==> config.mk <==
export PLATFORM = sky130hd
export DESIGN_NAME = mem_stage_ctrl
export DESIGN_NICKNAME = d
export VERILOG_FILES = /design/src/rtl/mem_stage_ctrl.sv
export SDC_FILE = /design/constraint.sdc
export NUM_CORES = 1
export LEC_CHECK = 0
export CORE_ASPECT_RATIO = 1.75
export CORE_MARGIN = 1
export CORE_UTILIZATION = 40
export CTS_CLUSTER_DIAMETER = 120
export CTS_CLUSTER_SIZE = 30
export DETAILED_ROUTE_END_ITERATION = 6
export GPL_ROUTABILITY_DRIVEN = 0
export MAX_ROUTING_LAYER = met4
export PLACE_DENSITY_LB_ADDON = 0.1
export SYNTH_ARGS = -nofsm -noshare
export SYNTH_HDL_FRONTEND = slang
export SYNTH_SLANG_ARGS = --single-unit
==> constraint.sdc <==
create_clock -name clk -period 4 [get_ports clk]
set_input_delay 0.8 -clock clk [delete_from_list [all_inputs] [get_ports clk]]
set_output_delay 0.8 -clock clk [all_outputs]
set_load 0.02 [all_outputs]
==> src/rtl/mem_stage_ctrl.sv <==
// MEM stage controller: decodes the EX/MEM memory bundle, runs the data-memory
// handshake with a bounded wait, formats load/store data and launches MEM/WB.
module mem_stage_ctrl #(
  parameter int TIMEOUT = 16,
  parameter int CNT_W   = 5
) (
  input  logic        clk,
  input  logic        rst,
  input  logic        ex_mem_valid,
  input  logic [11:0] ex_mem_mem,
  input  logic [9:0]  ex_mem_wb,
  input  logic [31:0] ex_mem_alu,
  input  logic [31:0] ex_mem_wdata,
  output logic        dmem_req,
  output logic        dmem_we,
  output logic [31:0] dmem_addr,
  output logic [3:0]  dmem_be,
  output logic [31:0] dmem_wdata,
  input  logic [31:0] dmem_rdata,
  input  logic        dmem_ready,
  output logic        mem_stall,
  output logic        mem_wb_valid,
  output logic [9:0]  mem_wb_wb,
  output logic [31:0] mem_wb_result,
  output logic        misalign_err,
  output logic        bus_err
);

  typedef enum logic {IDLE = 1'b0, WAIT = 1'b1} state_t;

  localparam logic [CNT_W-1:0] TO = CNT_W'(TIMEOUT);

  state_t           state, state_nxt;
  logic [CNT_W-1:0] cnt, cnt_nxt;
  logic             req_int, stall_int, at_limit;

  logic       mem_read, mem_write, load_unsigned;
  logic [1:0] size;
  logic       acc, bad;
  logic       unused_bits;

  assign mem_read      = ex_mem_mem[0];
  assign mem_write     = ex_mem_mem[1];
  assign size          = ex_mem_mem[3:2];
  assign load_unsigned = ex_mem_mem[4];
  assign unused_bits   = ^ex_mem_mem[11:5];

  assign acc = ex_mem_valid & (mem_read | mem_write);
  assign bad = (mem_read & mem_write) |
               (size == 2'b11) |
               ((size == 2'b01) & ex_mem_alu[0]) |
               ((size == 2'b10) & (ex_mem_alu[1:0] != 2'b00));

  assign at_limit = (cnt == TO);

  always_ff @(posedge clk or posedge rst) begin
    if (rst) begin
      state <= IDLE;
      cnt   <= '0;
    end else begin
      state <= state_nxt;
      cnt   <= cnt_nxt;
    end
  end

  always_comb begin
    state_nxt = state;
    cnt_nxt   = cnt;
    req_int   = 1'b0;
    stall_int = 1'b0;
    case (state)
      IDLE: begin
        req_int = acc & ~bad;
        if (req_int & ~dmem_ready) begin
          stall_int = 1'b1;
          state_nxt = WAIT;
          cnt_nxt   = CNT_W'(1);
        end
      end
      WAIT: begin
        req_int = 1'b1;
        if (dmem_ready || at_limit) begin
          state_nxt = IDLE;
          cnt_nxt   = '0;
        end else begin
          stall_int = 1'b1;
          cnt_nxt   = cnt + CNT_W'(1);
        end
      end
      default: begin
        state_nxt = IDLE;
        cnt_nxt   = '0;
      end
    endcase
  end

  // Reset must kill the request even before the state flop settles.
  assign dmem_req  = req_int & ~rst;
  assign mem_stall = stall_int & ~rst;
  assign dmem_we   = mem_write;
  assign dmem_addr = {ex_mem_alu[31:2], 2'b00};

  always_comb begin
    dmem_be    = 4'b1111;
    dmem_wdata = '0;
    if (mem_write) begin
      case (size)
        2'b00: begin
          dmem_be    = 4'b0001 << ex_mem_alu[1:0];
          dmem_wdata = {4{ex_mem_wdata[7:0]}};
        end
        2'b01: begin
          dmem_be    = 4'b0011 << ex_mem_alu[1:0];
          dmem_wdata = {2{ex_mem_wdata[15:0]}};
        end
        default: begin
          dmem_be    = 4'b1111;
          dmem_wdata = ex_mem_wdata;
        end
      endcase
    end
  end

  logic [7:0]  ld_byte;
  logic [15:0] ld_half;
  logic [31:0] load_data;

  assign ld_byte = dmem_rdata[{ex_mem_alu[1:0], 3'b000} +: 8];
  assign ld_half = dmem_rdata[{ex_mem_alu[1], 4'b0000} +: 16];

  always_comb begin
    load_data = dmem_rdata;
    case (size)
      2'b00: load_data = load_unsigned ? {24'b0, ld_byte} : {{24{ld_byte[7]}}, ld_byte};
      2'b01: load_data = load_unsigned ? {16'b0, ld_half} : {{16{ld_half[15]}}, ld_half};
      default: load_data = dmem_rdata;
    endcase
  end

  // MEM/WB launch; a stalled cycle inserts a bubble.
  always_ff @(posedge clk or posedge rst) begin
    if (rst) begin
      mem_wb_valid  <= 1'b0;
      mem_wb_wb     <= '0;
      mem_wb_result <= '0;
      misalign_err  <= 1'b0;
      bus_err       <= 1'b0;
    end else begin
      misalign_err <= 1'b0;
      bus_err      <= 1'b0;
      if (stall_int) begin
        mem_wb_valid  <= 1'b0;
        mem_wb_wb     <= '0;
        mem_wb_result <= '0;
      end else if (state == WAIT) begin
        mem_wb_valid <= 1'b1;
        if (dmem_ready) begin
          mem_wb_wb     <= ex_mem_wb;
          mem_wb_result <= mem_read ? load_data : ex_mem_alu;
        end else begin
          mem_wb_wb     <= '0;
          mem_wb_result <= ex_mem_alu;
          bus_err       <= 1'b1;
        end
      end else if (!ex_mem_valid) begin
        mem_wb_valid  <= 1'b0;
        mem_wb_wb     <= '0;
        mem_wb_result <= '0;
      end else if (acc && bad) begin
        mem_wb_valid  <= 1'b1;
        mem_wb_wb     <= '0;
        mem_wb_result <= ex_mem_alu;
        misalign_err  <= 1'b1;
      end else begin
        mem_wb_valid  <= 1'b1;
        mem_wb_wb     <= ex_mem_wb;
        mem_wb_result <= (acc && mem_read) ? load_data : ex_mem_alu;
      end
    end
  end

endmodule

-- After elaboration in Yosys (flattened, before gate mapping)
Index checks and enable logic that the tools add are counted.
- $add $sub $neg: 1
- $mul: 0
- div/mod/pow operators: 0
- $lt $le $gt $ge: 0
- equal/unequal tests: 5
- shift-type cells: 4
- muxes and demuxes: 36
- bitwise gates (word level): 16
- reductions and logical operators: 5
- operators with widths (kind ; count):
    32-bit two-way mux ; 10
    32-bit case mux with 2 select lines ; 2
    10-bit two-way mux ; 5
    32-bit by 6-bit indexed part select with 16-bit output ; 1
    32-bit by 6-bit indexed part select with 8-bit output ; 1
    1-bit two-way mux ; 12
    5-bit two-way mux ; 2
    5-bit case mux with 2 select lines ; 1
    1-bit bitwise AND ; 8
    4-bit case mux with 2 select lines ; 1
    5-bit by 1-bit adder with 5-bit output, second input constant ; 1
    5-bit == test, second input constant ; 1
    2-bit == test, second input constant ; 2
    4-bit two-way mux ; 1
    1-bit NOT ; 4
    1-bit bitwise OR ; 4
    1-bit case mux with 2 select lines ; 2
    1-bit by 2-bit << shifter with 4-bit output, first input constant ; 1
    2-bit by 2-bit << shifter with 4-bit output, first input constant ; 1
    2-bit by 1-bit == test with 1-bit output, second input constant ; 1
    1-bit logical AND ; 2
    2-bit zero test ; 1
    2-bit inequality test, second input constant ; 1
    2-bit nonzero test ; 1
    1-bit logical OR ; 1
- register bits: 51
- latch bits: 0
- memory bits (writable): 0
- ROM bits: 0
- input port bits: 122
- output and inout bits: 116
- logic and storage cells: 74
- memories: 0

-- Logic depth before layout (Yosys ltp)
Gate-level depths: netlist (run 1).
- depth after elaboration: 10
- gate-level depth with buffers: 7
- mapped depth without buffers: 6

-- Worst setup path after synthesis (run 1)
No wires, ideal clock.
- kind: input-to-output
- start: input port rst
- end: output port mem_stall
- data arrival time: 2248 ps
- required time: 3200 ps
- setup slack: 952 ps
- cell stages on the path: 2
- buffers on the path: 0
- cells stage by stage: inv_1 > and2_1
- longest elaborated chain between the ends: 2
- ends and longest elaborated chain (element ; RTL line ; text):
    start: declaration ; 8 ; input logic rst,
    1-bit NOT ; 99 ; assign mem_stall = stall_int & ~rst;
    1-bit bitwise AND ; 99 ;
    end: declaration ; 21 ; output logic mem_stall,
Every way passes these cells.

-- Final worst setup path (run 1)
- start: input port ex_mem_alu[0]
- end: output port mem_stall
- longest elaborated chain between the ends: 9
- elaborated cells between the ends (all ways): 11
- those cells by class: mux (2); bitwise (8); reduce/logical (1)
- ends and longest elaborated chain (element ; RTL line ; text):
    start: declaration ; 12 ; input logic [31:0] ex_mem_alu,
    1-bit bitwise AND or 2-bit nonzero test (tied branches) ; 51, 52 ;
    1-bit bitwise OR or 1-bit bitwise AND (tied branches) ; 50, 52 ;
    1-bit bitwise OR (*) ; 51 ; ((size == 2'b01) & ex_mem_alu[0]) |
    1-bit NOT (*) ; 73 ; req_int = acc & ~bad;
    1-bit bitwise AND (*) ; 73 ;
    1-bit bitwise AND (*) ; 74 ; if (req_int & ~dmem_ready) begin
    1-bit two-way mux (*) ; 74 ;
    1-bit case mux with 2 select lines (*) ; 71 ; case (state)
    net stall_int ; 35 ; logic req_int, stall_int, at_limit;
    1-bit bitwise AND (*) ; 99 ;
Mark *: on every way through the listed nets, which the timed path passes. The rest lies on a longest branch.

==> results.yml, run 1 <==
placement:
  dp_cells: 710
  dp_slack_ns: 0.335
  port_buffers: 228
  hpwl_um: 9380
power_and_ir_drop:
  p_per_area_nw_per_um2: 287
  vdd_ir_drop_max_mv: 0.213
  cellLeakagePower_nw: 2.49
  total_power_mw: 1.70
worst_setup_path:
  path_max_fanout: 5
  worstPathArrival_ns: 2.86
  critPathRequiredTime_ns: 3.20
  rr_worst_depth: 5
  reg2reg_slack_ns: 1.75
  crit_path_start_kind: "primary input"
  crit_type: "in -> out"
  end_kind: "primary output"
synth:
  ys_types: 57
  syn_avg_cell_area_um2: 8.94
  yosys.area.top_type: "dfrtp_1"
  synth.top_cells.by_area: "dfrtp_1, buf_4, mux2i_1"
  synth-warning-count: 0
  syn_inst: 412
  synthArstFlopShare_pct: 100
  seq_area_frac_synth_pct: 34.6
  synth_top_area_share_pct: 34.6
  synth_edf_count: 0
  syn_area_um2: 3680
  synth_seq_cells: 51
  yosys_most_used_dff: "dfrtp_1"
cts:
  clkLatencyLatePin_ns: 0.29
  cts_sinks: 51
  postCtsResizedCells: 0
  post_cts_buffers: 0
  h-tree-depth: 2
  root_buffer: "clkbuf_16"
  cts_inserted_buffers: 5
  holdBufCountCts: 0
  clock_tree.buffer_depth: 2
  clkTransAtPathRegs_ns: 0.07
  cts_tree: "yes"
floorplanning:
  start_util_pct: 41.0
  die-area_um2: 9620
  rows: 46
  io_pins: 238
  die_w_um: 74.6
  die_h_um: 129
  core-area_um2: 8980
detailed_routing:
  dr.pass1.iters: 5
  drcViolationCount: 0
  drt_iter0_markers: 131
  totalWireLength_um: 11900
  ant_nets: 0
  wl_per_cell_um: 16.6
  num_vias: 3817
  viasPerCell: 5.32
layout:
  nNetsFinal: 721
  syn_to_final_growth_pct: 61.1
  stdcell_count: 718
  antenna_cells: 0
  drive_above_1_share_pct: 10.4
  nFillCells: 772
  mostFrequentLayoutCells: "clkdlybuf4s50_1, dfrtp_1, nor2_1"
  final_common_cell: "clkdlybuf4s50_1"
grt:
  grt-ovfl-total: 0
  grt_pass1_wl_um: 18300
  grt_use_met2_pct: 44.4
  grt-busiest-layer: "met2"
  grt_max_degree: 52
  grt.met1_usage_pct: 28.5
  grtUsageMet3_pct: 4.23
  antenna_found_initial: 0
  grt_usage_pct: 25.5
  grt_pass1_vias: 3826
sta:
  fmax_mhz: 273
  fin_setup_tns_ns: 0
  slew_headroom_pct: 33.0
  rsz0062_at_grt: "no"
  fin_crit_sh_pct: 91.4
  hold_viol: 0
  setup_violations: 0
  tightest_slew_ns: 1.00
  maxSlewViolCount: 0
  layout_setup_ws_ns: 0.343
  period_minus_slack_ns: 3.66
  clock_skew_ns: 0.00575
status:
  status: "finished clean"
min_path:
  min_path_cells: 2
  hold_class: "reg -> reg"
job:
  maxCapViolations: 0
## power breakdown
| part | leakage, nW | internal (mW) | switching [mW] |
|---|---|---|---|
| clock network | 0.0717 | 0.235 | 0.200 |
| logic | 1.75 | 0.338 | 0.333 |
| registers | 0.664 | 0.569 | 0.0282 |
## synth_stat cells, types with 2 or more instances
cell type,number
and2_1,20
a31oi_1,3
a22o_1,5
xnor2_1,2
o211a_1,7
buf_6,5
buf_2,9
a21oi_1,21
a211oi_1,5
nor2b_1,10
ha_1,2
inv_1,11
a21boi_0,8
a221oi_1,8
mux2i_1,21
a221oi_2,2
o221ai_1,2
nand3_1,11
o21a_1,2
buf_4,36
nor2_1,40
buf_1,3
dfrtp_1,51
nor2_2,3
o22a_1,2
nand2b_1,4
and3_1,3
clkbuf_1,8
nor3_1,8
o21ai_0,11
nor3_2,20
o22ai_1,5
nand2_1,37
mux2_2,4
## routing by layer
layer / vias to the layer above / share of wire (%)
li1: 1786 / -
met1: 1797 / 38
met4: 0 / 2.8
met5: - / 0
met3: 29 / 7.2
met2: 205 / 52
## area by class of cell
type	instances	area, um2	area share (%)
timing repair buffer	239	2360	39.7
inverter	11	41.3	0.695
tap	120	150	2.53
multi-input combinational	289	1960	33.0
clock buffer	5	125	2.11
sequential	51	1280	21.5
clock inverter	3	23.8	0.400
## worst paths after layout
check,startpoint,end
max,ex_mem_alu[0],mem_stall
min,cnt[3],cnt[3]
max reg2reg,state,mem_wb_result[10]
min reg2reg,cnt[3],cnt[3]
max in group asynchronous,rst,mem_wb_result[27]
min in group asynchronous,rst,mem_wb_result[4]
## flip-flops by register name, indices dropped and copies added (netlist names)
register,cells
mem_wb_valid,1
mem_wb_result,32
state,1
misalign_err,1
mem_wb_wb,10
cnt,5
bus_err,1
## cells by family after synthesis
kind of cell	share of synthesized area, %
xor gates and xnor gates	0.713
and+or+nand+nor	24.1
AOI/OAI and AO/OA	20.4
buffers and inverters	12.5
muxes	6.93
adders and majority gates	0.679
DFF	34.6
other	0.102
## critical path, stage by stage
cell and delay [ns]:
clkdlybuf4s50_1 0.46, o21a_2 0.28, nor3_2 0.32, a31o_2 0.26, and2_1 0.14, clkdlybuf4s50_1 0.60
## through the flow
step	cell area (um2)	util [%]	hold slack (ns)
after floorplan	3690	-	0.512
after global placement	5790	64.5	0.530
after detailed placement	5790	64.5	0.551
after CTS	5940	66.1	0.567
after global routing	5940	66.1	0.607
final	5940	66.1	0.577
No activity file was read; power rests on OpenSTA's default activity.
==> inputs of run 2 (changes only) <==
--- a/config.mk
+++ b/config.mk
@@ -7,7 +7,7 @@
 export LEC_CHECK = 0
 export CORE_ASPECT_RATIO = 1.75
 export CORE_MARGIN = 1
-export CORE_UTILIZATION = 40
+export CORE_UTILIZATION = 37
 export CTS_CLUSTER_DIAMETER = 120
 export CTS_CLUSTER_SIZE = 30
 export DETAILED_ROUTE_END_ITERATION = 6
==> constraint.sdc (replaced) <==
create_clock -name clk -period 4.1 [get_ports clk]
set_input_delay 0.82 -clock clk [delete_from_list [all_inputs] [get_ports clk]]
set_output_delay 0.82 -clock clk [all_outputs]
set_load 0.02 [all_outputs]
==> run 2 against run 1 <==
- clock power shrank 1%
- global-route usage fell by 1.9 points
- core utilization decreased by 4.2 points
- register-to-register slack improved by 0.16 ns
- combinational power decreased by 3.0%
- power fell by 2.3%
- clock skew is 0.0046 ns higher
==> results.yml, run 2 (synthesis gave the netlist of run 1 again) <==
grt:
  grt_max_degree: 52
  grt_usage_pct: 23.6
  grt-busiest-layer: "met2"
  grt_pass1_wl_um: 18900
  grt_pass1_vias: 3679
  grt.met1_usage_pct: 25.9
  antenna_found_initial: 0
  grtUsageMet3_pct: 3.88
  grt-ovfl-total: 0
  grt_use_met2_pct: 43.5
sta:
  fmax_mhz: 269
  whs_ns: 0.572
  hold_viol: 0
  tightest_slew_ns: 0.966
  slew_headroom_pct: 35.4
  fin_setup_tns_ns: 0
  rsz0062_at_grt: "no"
  period_minus_slack_ns: 3.72
  setup_violations: 0
  fin_crit_sh_pct: 90.7
  maxSlewViolCount: 0
  clock_skew_ns: 0.0104
power_and_ir_drop:
  pwr-share-comb_pct: 39.1
  cellLeakagePower_nw: 2.48
  p_int_mw: 1.12
  p_per_area_nw_per_um2: 280
  switchingPower_mw: 0.548
  total_power_mw: 1.66
  p_clk_share_pct: 25.9
  power.share.switching_pct: 32.9
  seq_power_share_pct: 35.0
  vdd_ir_drop_max_mv: 0.180
floorplanning:
  io_pins: 238
  die_h_um: 134
  die-area_um2: 10400
  start_util_pct: 38.4
  die_w_um: 77.4
  core-area_um2: 9590
  rows: 47
worst_setup_path:
  worstPathArrival_ns: 2.90
  crit_type: "in -> out"
  crit_path_start_kind: "primary input"
  path_max_fanout: 8
  critPathRequiredTime_ns: 3.28
  end_kind: "primary output"
cts:
  cts_sinks: 51
  cts_inserted_buffers: 5
  clkLatencyLatePin_ns: 0.29
  clock_tree.buffer_depth: 2
  clkTransAtPathRegs_ns: 0.08
  post_cts_buffers: 0
  cts_tree: "yes"
  postCtsResizedCells: 0
  holdBufCountCts: 0
  root_buffer: "clkbuf_16"
  h-tree-depth: 2
layout:
  mostFrequentLayoutCells: "clkdlybuf4s50_1, dfrtp_1, nor2_1"
  max_flop_register: "mem_wb_result"
  final_common_cell: "clkdlybuf4s50_1"
  nFillCells: 851
  nNetsFinal: 720
  top_regs: "mem_wb_result (32), mem_wb_wb (10), cnt (5)"
  largest_reg_flops: 32
  drive_above_1_share_pct: 10.2
  syn_to_final_growth_pct: 61.1
  antenna_cells: 0
  fin_util_pct: 61.9
job:
  maxCapViolations: 0
min_path:
  hold_class: "reg -> reg"
detailed_routing:
  num_vias: 3677
  viasPerCell: 5.11
  dr.pass1.iters: 4
  wl_per_cell_um: 16.3
  totalWireLength_um: 11700
  drcViolationCount: 0
  drt_iter0_markers: 118
  ant_nets: 0
status:
  status: "finished clean"
placement:
  port_buffers: 228
  hpwl_um: 9390
-- run 2: final timing paths --
kind,startpoint,endpoint,cells past startpoint,slack [ns]
min in group asynchronous,rst,misalign_err,3,1.04
hold / removal,cnt[1],cnt[1],1,0.57
max in group asynchronous,rst,mem_wb_result[27],3,2.60
setup / recovery,dmem_ready,mem_stall,6,0.38
hold reg to reg,cnt[1],cnt[1],1,0.57
setup reg to reg,state,mem_wb_result[8],5,1.91
-- run 2: stage by stage --
step                area [um2]  cells  worst slack, ns
finish                    5940    719            0.380
floorplan                 3690    413             1.01
detailed placement        5780    711            0.386
CTS                       5940    719            0.385
global route              5940    719            0.226
global placement          5780    711            0.418
-- run 2: layer usage --
layer	vias up	routed length, um
met5	-	0
met2	172	6390
li1	1782	-
met1	1708	4370
met3	15	779
met4	0	206
-- run 2: layout make-up --
cell class / count / area (um2) / share of cell area, %
Timing Repair Buffer: 238 / 2350 / 39.6
Sequential cell: 51 / 1280 / 21.5
Multi-Input combinational cell: 289 / 1960 / 33.0
Inverter: 11 / 41.3 / 0.696
Clock buffer: 5 / 125 / 2.11
Tap cell: 122 / 153 / 2.57
Clock inverter: 3 / 27.5 / 0.464
-- run 2: critical path: stages --
cell and delay (ns):
clkdlybuf4s50_1 0.52, nand2b_1 0.25, a31oi_1 0.34, a31o_2 0.23, and2_1 0.14, clkdlybuf4s50_1 0.59
-- run 2: power groups by stage --
stage	clock, mW	sequential (mW)	combinational [mW]
5_1_grt	0.463	0.589	0.704
2_1_floorplan	0	0.639	0.300
3_3_place_gp	0	0.589	0.645
6_report	0.431	0.582	0.651
3_5_place_dp	0	0.591	0.655
4_1_cts	0.443	0.582	0.657
